--- config.mk ---
export PLATFORM = sky130hd
export DESIGN_NAME = branch_resolve
export DESIGN_NICKNAME = d
export VERILOG_FILES = /design/src/rtl/branch_pkg.sv /design/src/rtl/branch_cond.sv /design/src/rtl/branch_resolve.sv
export SDC_FILE = /design/constraint.sdc
export NUM_CORES = 1
export LEC_CHECK = 0
export BUFFER_PORTS_ARGS = -buffer_cell sky130_fd_sc_hd__buf_2
export CELL_PAD_IN_SITES_DETAIL_PLACEMENT = 2
export CELL_PAD_IN_SITES_GLOBAL_PLACEMENT = 2
export CORE_MARGIN = 1
export CORE_UTILIZATION = 29
export DETAILED_ROUTE_END_ITERATION = 12
export GPL_TIMING_DRIVEN = 0
export HOLD_SLACK_MARGIN = 0.05
export PLACE_DENSITY_LB_ADDON = 0.08
export SKIP_LAST_GASP = 1
export SLEW_MARGIN = 20
export SYNTH_ARGS = -nofsm -noshare
export SYNTH_HDL_FRONTEND = slang
export SYNTH_SLANG_ARGS = --single-unit
--- constraint.sdc ---
create_clock -name clk -period 2.78 [get_ports clk]
set_input_delay 0.139 -clock clk [delete_from_list [all_inputs] [get_ports clk]]
set_output_delay 0.139 -clock clk [all_outputs]
set_load 0.02 [all_outputs]
--- src/rtl/branch_pkg.sv ---
// -----------------------------------------------------------------------------
// branch_pkg
// Shared definitions for the branch resolution block:
//   - conditional-branch funct3 encodings
//   - bit positions of the ALU compare flags {V,C,N,Z} (flags of A - B)
//   - resolution FSM state type
// -----------------------------------------------------------------------------
package branch_pkg;

  localparam logic [2:0] F3_BEQ  = 3'b000;
  localparam logic [2:0] F3_BNE  = 3'b001;
  localparam logic [2:0] F3_BLT  = 3'b100;
  localparam logic [2:0] F3_BGE  = 3'b101;
  localparam logic [2:0] F3_BLTU = 3'b110;
  localparam logic [2:0] F3_BGEU = 3'b111;

  localparam int FLAG_V = 3;
  localparam int FLAG_C = 2;
  localparam int FLAG_N = 1;
  localparam int FLAG_Z = 0;

  typedef enum logic {
    IDLE     = 1'b0,
    REDIRECT = 1'b1
  } br_state_e;

endpackage

--- src/rtl/branch_cond.sv ---
// -----------------------------------------------------------------------------
// branch_cond
// Purely combinational branch condition evaluation.
// Ports:
//   funct3  in  [2:0]  branch funct3
//   flags   in  [3:0]  compare flags {V,C,N,Z} of A - B
//   taken   out        condition holds (always 0 for an illegal encoding)
//   illegal out        funct3 is not a conditional-branch encoding (010/011)
// C is the "no borrow" carry, so unsigned A < B is ~C.
// -----------------------------------------------------------------------------
module branch_cond
  import branch_pkg::*;
(
  input  logic [2:0] funct3,
  input  logic [3:0] flags,
  output logic       taken,
  output logic       illegal
);

  always_comb begin
    taken   = 1'b0;
    illegal = 1'b0;
    case (funct3)
      F3_BEQ:  taken = flags[FLAG_Z];
      F3_BNE:  taken = ~flags[FLAG_Z];
      F3_BLT:  taken = flags[FLAG_N] ^ flags[FLAG_V];
      F3_BGE:  taken = ~(flags[FLAG_N] ^ flags[FLAG_V]);
      F3_BLTU: taken = ~flags[FLAG_C];
      F3_BGEU: taken = flags[FLAG_C];
      default: illegal = 1'b1;
    endcase
  end

endmodule

--- src/rtl/branch_resolve.sv ---
// -----------------------------------------------------------------------------
// branch_resolve
// Resolves a conditional branch, reports the result one cycle after
// acceptance and, on a mispredict, flushes and redirects fetch.
//
// Build option: define BRANCH_STATS_EN to add the stat_branches and
// stat_mispredicts counters (ports and logic absent otherwise).
//
// Ports:
//   clk, rst_n                 clock, synchronous active-low reset
//   in_valid / in_ready        branch input handshake
//   in_funct3, in_flags        branch type and compare flags {V,C,N,Z}
//   in_pc, in_imm              branch PC and sign-extended B-immediate
//   in_pred_taken              fetch-stage prediction
//   res_valid/taken/mispredict one-cycle resolution result at T+1
//   redir_valid/ready, redir_pc redirect handshake towards fetch
//   flush                      one-cycle pulse killing younger instructions
//   illegal_br, misalign       one-cycle exception pulses
//   stat_branches, stat_mispredicts  (BRANCH_STATS_EN only)
//   dbg_state                  current FSM state
//
// Handshake semantics: a transfer happens on a rising edge where both valid
// and ready are high. in_ready is high exactly when the FSM is IDLE. Once
// redir_valid is raised, redir_valid and redir_pc stay stable until a
// rising edge samples redir_ready high; only reset withdraws them early.
// -----------------------------------------------------------------------------
module branch_resolve
  import branch_pkg::*;
#(
  parameter int XLEN = 32
) (
  input  logic            clk,
  input  logic            rst_n,
  input  logic            in_valid,
  output logic            in_ready,
  input  logic [2:0]      in_funct3,
  input  logic [3:0]      in_flags,
  input  logic [XLEN-1:0] in_pc,
  input  logic [XLEN-1:0] in_imm,
  input  logic            in_pred_taken,
  output logic            res_valid,
  output logic            res_taken,
  output logic            res_mispredict,
  output logic            redir_valid,
  input  logic            redir_ready,
  output logic [XLEN-1:0] redir_pc,
  output logic            flush,
  output logic            illegal_br,
  output logic            misalign,
`ifdef BRANCH_STATS_EN
  output logic [31:0]     stat_branches,
  output logic [31:0]     stat_mispredicts,
`endif
  output br_state_e       dbg_state
);

  br_state_e       state;
  br_state_e       state_next;
  logic            accept;
  logic            cond_taken;
  logic            cond_illegal;
  logic            target_misalign;
  logic            mispredict;
  logic            redirect_issue;
  logic [XLEN-1:0] target;

  branch_cond u_cond (
    .funct3  (in_funct3),
    .flags   (in_flags),
    .taken   (cond_taken),
    .illegal (cond_illegal)
  );

  assign in_ready = (state == IDLE);
  assign accept   = in_valid && in_ready;

  // Carry out of the add is dropped: targets wrap modulo 2^XLEN.
  assign target          = cond_taken ? (in_pc + in_imm) : (in_pc + XLEN'(4));
  assign target_misalign = cond_taken && (target[1:0] != 2'b00);

  // Illegal and misaligned branches raise their own exception instead of
  // redirecting, so they never count as a mispredict.
  assign mispredict     = (cond_taken ^ in_pred_taken) && !cond_illegal && !target_misalign;
  assign redirect_issue = accept && mispredict;

  // ---------------------------------------------------------------------------
  // FSM
  // ---------------------------------------------------------------------------
  always_ff @(posedge clk) begin
    if (!rst_n) begin
      state <= IDLE;
    end else begin
      state <= state_next;
    end
  end

  always_comb begin
    state_next = state;
    case (state)
      IDLE:     if (redirect_issue) state_next = REDIRECT;
      REDIRECT: if (redir_ready)    state_next = IDLE;
      default:  state_next = IDLE;
    endcase
  end

  assign dbg_state   = state;
  // redir_valid is a decode of the state register, so it rises at T+1 and
  // falls on the edge after redir_ready is sampled (or on reset).
  assign redir_valid = (state == REDIRECT);

  // ---------------------------------------------------------------------------
  // Registered result and pulses
  // ---------------------------------------------------------------------------
  always_ff @(posedge clk) begin
    if (!rst_n) begin
      res_valid      <= 1'b0;
      res_taken      <= 1'b0;
      res_mispredict <= 1'b0;
      flush          <= 1'b0;
      illegal_br     <= 1'b0;
      misalign       <= 1'b0;
      redir_pc       <= '0;
    end else begin
      res_valid      <= accept;
      res_taken      <= accept && cond_taken;
      res_mispredict <= redirect_issue;
      flush          <= redirect_issue;
      illegal_br     <= accept && cond_illegal;
      misalign       <= accept && target_misalign;
      // Only loaded when a redirect is issued, so it holds in REDIRECT.
      if (redirect_issue) begin
        redir_pc <= target;
      end
    end
  end

`ifdef BRANCH_STATS_EN
  // ---------------------------------------------------------------------------
  // Statistics counters (free-running, wrap at 2^32)
  // ---------------------------------------------------------------------------
  always_ff @(posedge clk) begin
    if (!rst_n) begin
      stat_branches    <= 32'd0;
      stat_mispredicts <= 32'd0;
    end else begin
      if (accept && !cond_illegal) begin
        stat_branches <= stat_branches + 32'd1;
      end
      if (redirect_issue) begin
        stat_mispredicts <= stat_mispredicts + 32'd1;
      end
    end
  end
`endif

endmodule
Word level (Yosys, flattened, before mapping)
Index checks and enable logic that the tools add are counted.

cells by class
  add/subtract/negate cells = 2
  equal/unequal tests = 5
  muxes and demuxes = 6
  bitwise logic cells = 6
  reduce and logical (&&, ||, !) cells = 12

operators by type and width
  kind                     count
  $add A32 B3 Y32 const B  1
  $add A32 B32 Y32         1
  $mux W32                 1
  $eq A3 B3 Y1 const B     4
  $logic_and A1 B1 Y1      8
  $pmux W1 S6              1
  $reduce_or A6 Y1         1
  $not A1 Y1               4
  $eq A3 B1 Y1 const B     1
  $logic_not A3 Y1         1
  $mux W1                  3
  $pmux W1 S2              1
  $reduce_bool A2 Y1       1
  $xor A1 B1 Y1            2
  $logic_not A1 Y1         1

storage, ports and cells
  register bits = 38
  input port bits = 76
  output and inout bits = 41
  word-level logic and storage cells = 38

Longest topological paths before layout
  depth after elaboration = 11
  depth in mapped cells = 11

Modules after synthesis
Synthesis repeated with hierarchy kept, for this count alone.

second synthesis, totals
  cells, all modules = 552
  area total of the unflattened synthesis = 4107.7 um^2

modules (own cells, without submodules)
  module          times used  cells each  area each (um^2)
  branch_resolve  1           541         4033.9
  branch_cond     1           11          73.8

Worst setup path before layout
Ideal clock, no wire load.

  kind = input -> register
  start = input port in_pc[6]
  end = register redir_pc[31]
  setup time = 0.083 ns
  arrival = 2.220 ns
  setup slack = 0.477 ns
  stages = 9
  cell sequence = ha_1 a21oi_2 o211ai_1 and3_4 o211ai_4 nor3_2 o41a_1 or4_1 o221ai_1

between the ends
  cells in the longest elaborated chain, start to end = 2

ends and longest elaborated chain
  element                                                     line                   text
  start: declaration                                          branch_resolve.sv:38   input logic [XLEN-1:0] in_pc,
  $add A32 B3 Y32 / $add A32 B32 Y32 (equally long branches)  branch_resolve.sv:78   assign target = cond_taken ? (in_pc + in_imm) : (in_pc + XLEN'(4));
  $mux W32 *                                                  branch_resolve.sv:78
  end signal: assignment                                      branch_resolve.sv:132  redir_pc <= target;
  end: declaration                                            branch_resolve.sv:46   output logic [XLEN-1:0] redir_pc,

Mark *: on every way between the ends. The rest lies on a longest branch, timed or not.
A chain may end at the register's enable or synchronous reset.

Worst setup path after layout
  start = input port in_pc[0]
  end = register redir_pc[30]

between the ends
  cells in the longest elaborated chain, start to end = 7

ends and longest elaborated chain
  element                                                     line                  text
  $add A32 B3 Y32 / $add A32 B32 Y32 (equally long branches)  branch_resolve.sv:78
  $mux W32 *                                                  branch_resolve.sv:78
  $reduce_bool A2 Y1                                          branch_resolve.sv:79  assign target_misalign = cond_taken && (target[1:0] != 2'b00);
  $logic_and A1 B1 Y1                                         branch_resolve.sv:79
  $logic_not A1 Y1                                            branch_resolve.sv:83  assign mispredict = (cond_taken ^ in_pred_taken) && !cond_illegal && !target_misalign;
  $logic_and A1 B1 Y1                                         branch_resolve.sv:83
  $logic_and A1 B1 Y1                                         branch_resolve.sv:84  assign redirect_issue = accept && mispredict;

Marked as above.

==> results.json <==
{
  "status": "finished clean",
  "tightest_slew_ns": 0.6975,
  "yosysUniqueCellTypes": 69,
  "path_class": "in2reg",
  "dr_total_vias": 4563,
  "yosysTopAreaCell": "dfxtp_1",
  "die_h_um": 118.4,
  "syn_to_final_growth_pct": 24.90,
  "drt_iter0_drc": 186,
  "cts_root_buffer": "clkbuf_16",
  "r2r_cells": 6,
  "drt_wl_total_um": 16350,
  "synth-async-reset-ratio_pct": 0,
  "drive_gt1_share_pct": 22.49,
  "place_ws_ns": -0.4219,
  "p_sw_uw": 793.3,
  "drt_first_pass_iters": 4,
  "netlist.area_leader.share_pct": 19.36,
  "grt_pass1_wl_um": 26110,
  "power_frac_clock_pct": 26.8,
  "power_frac_seq_pct": 30.0,
  "fin_ws_ns": 0.1668,
  "p_int_mw": 1.235,
  "worstPathMaxFanout": 4,
  "drc_errors": 0,
  "final_hold_viol_count": 0,
  "r2r-end": "redir_pc[17]$_SDFFE_PN0P_",
  "gp_congestion": 0.8736,
  "timing.final.crit_share_pct": 94.00,
  "clkTransAtPathRegs_ns": 0.06,
  "cts-htree-levels": 2,
  "arrival_ns": 2.75,
  "p_per_area_nw_per_um2": 413.1,
  "finalSetupViolCount": 0,
  "final_core_util_pct": 37.07,
  "track_usage_pct": 23.52,
  "rrSetupSlack_ns": 0.96,
  "final_area_um2": 4908,
  "leakagePower_nw": 2.136,
  "portBuffers": 116,
  "cts_tree": "built",
  "final_cells": 834,
  "synth_edf_count": 0,
  "synth_seq_cells": 38,
  "nets": 767,
  "ios": 117,
  "fin_crit_ns": 2.613,
  "swShare_pct": 39.12,
  "yosys_warnings": 0,
  "hp-class": "in2reg",
  "required_ns": 2.92,
  "yosys-top-cells-area": "dfxtp_1 19%, ha_1 10%, a21oi_1 6.7%",
  "slew_viol_final": 0,
  "rows": 42,
  "cp-start-kind": "input pin",
  "peakVddDrop_uv": 203.5,
  "holdPathEnd": "dbg_state$_SDFF_PN0_",
  "holdPathStages": 3,
  "overflow": 0,
  "worstSkewPairLatency_ns": 0.28,
  "avgSynthCellArea_um2": 7.373,
  "syn_area_um2": 3930,
  "synth_compound_area_share_pct": 30.09,
  "diodes": 0,
  "vias_per_cell": 5.471,
  "fin_tns_setup_ns": 0,
  "grt_max_degree": 11,
  "synthTopCellsByCount": "53 x a21oi_1, 47 x nand2_1, 43 x nor2_1",
  "maxCapViolCount": 0,
  "cts_buffers": 5,
  "ant_nets": 0,
  "yosysMostFrequentCell": "a21oi_1",
  "synth_nets": 642,
  "synthCells": 533,
  "core_um2": 13240,
  "grt_antenna_before_repair": 0,
  "p_comb_share_pct": 43.2,
  "end_kind": "register",
  "holdCritStartpoint": "redir_ready",
  "dieArea_um2": 14020,
  "cts_buffer_depth": 2,
  "start_util_pct": 29.68,
  "synthAdderAreaFrac_pct": 10.70,
  "grt_pass1_vias": 4775,
  "skew_ns": 0.004917,
  "synth_top_family_by_area": "compound AO/OA/AOI/OAI gates",
  "synthSimpleGateAreaFrac_pct": 23.78,
  "ys_dominant_reg_cell": "dfxtp_1",
  "place_inst": 825,
  "ys_seq_area_share_pct": 19.36,
  "wl_per_cell_um": 19.61,
  "synth_xor_area_share_pct": 10.47,
  "fp.dieW_um": 118.4,
  "rsz0062_at_grt": "false",
  "cts_hold_buffers": 0,
  "dpl_cell_area_um2": 4731,
  "detailed_place_hpwl_um": 13580,
  "synthMuxAreaShare_pct": 0.8278,
  "clock_sinks": 38,
  "fmax_ghz": 0.3827,
  "relSlewSlack_pct": 53.14,
  "regToRegStartpoint": "dbg_state$_SDFF_PN0_"
}
==> worst max-delay path by stage <==
| stage | startpoint | slack (ns) | end |
|---|---|---|---|
| 2_1_floorplan | in_pc[6] | 0.48 | redir_pc[31]$_SDFFE_PN0P_ |
| 3_3_place_gp | in_pc[0] | -0.34 | redir_pc[28]$_SDFFE_PN0P_ |
| 3_5_place_dp | in_pc[0] | -0.42 | redir_pc[28]$_SDFFE_PN0P_ |
| 4_1_cts | in_pc[0] | 0.01 | redir_pc[28]$_SDFFE_PN0P_ |
| 5_1_grt | in_pc[0] | 0.02 | redir_pc[22]$_SDFFE_PN0P_ |
| 6_report | in_pc[0] | 0.17 | redir_pc[30]$_SDFFE_PN0P_ |
==> layout make-up <==
cell class	count	area [um^2]
fill	1634	8334
clock buffer	7	132.6
buffer	24	105.1
sequential	38	760.7
multi-input combinational	449	3012
tap	176	220.2
timing repair buffer	118	595.6
inverter	22	82.58
==> sequential cells by signal, summed over array words and instances, names as in the netlist <==
name	flops
flush	1
illegal_br	1
res_taken	1
dbg_state	1
misalign	1
redir_pc	32
res_valid	1
==> cells by family (layout without fill, tap and decap cells) <==
kind of cell,Yosys count,after routing
flops,38,38
fa+ha+maj,33,33
compound gates,180,180
buf+inv,46,171
mux,3,3
xor+xnor,47,47
simple gates,186,186
==> layer usage <==
metal / up-vias / global-route usage (%) / part of all wire, %
li1: 2218 / - / -
met1: 2245 / 29.59 / 46
met2: 82 / 42.68 / 49
met3: 18 / 2.703 / 2.8
met4: 0 / 5.222 / 1.7
met5: - / 0 / 0
==> timing repair <==
action | 4_1_cts | 5_1_grt
pin swaps | 0 | 1
buffers inserted | 0 | 2
resized for setup | 1 | 4
endpoints found under the setup margin | 2 | 5
==> power groups by stage <==
stage | sequential (mW) | combinational [mW] | clock, mW
final | 0.609 | 0.876 | 0.543
after global routing | 0.612 | 0.968 | 0.569
after CTS | 0.609 | 0.871 | 0.550
after detailed placement | 0.621 | 0.864 | 0
after global placement | 0.619 | 0.837 | 0
after floorplan | 0.659 | 0.498 | 0
==> critical path: stages <==
cell,delay (ns)
buf_2,0.11
ha_1,0.23
inv_1,0.08
fa_1,0.42
nor2b_1,0.18
o31a_1,0.26
o211ai_1,0.18
a31o_2,0.32
a211oi_4,0.31
o31a_1,0.21
xnor2_1,0.15
o221ai_1,0.15
==> metrics by stage <==
stage	hold WS, ns	power, mW
6_report	0.1243	2.028
5_1_grt	0.1430	2.149
4_1_cts	0.1239	2.030
3_5_place_dp	0.4146	1.484
3_3_place_gp	0.4186	1.457
2_1_floorplan	0.2747	1.157
==> layout by cell type (no fill, tap or decap), types with 16 or more instances in the layout <==
cell type  count
a21oi_1       53
nand2_1       47
buf_2        122
o21ai_0       37
nand3_1       25
ha_1          32
dfxtp_1       38
nor2_1        42
xnor2_1       24
xor2_1        23
clkbuf_1      16
inv_1         21
(Power assumes the default switching activity.)
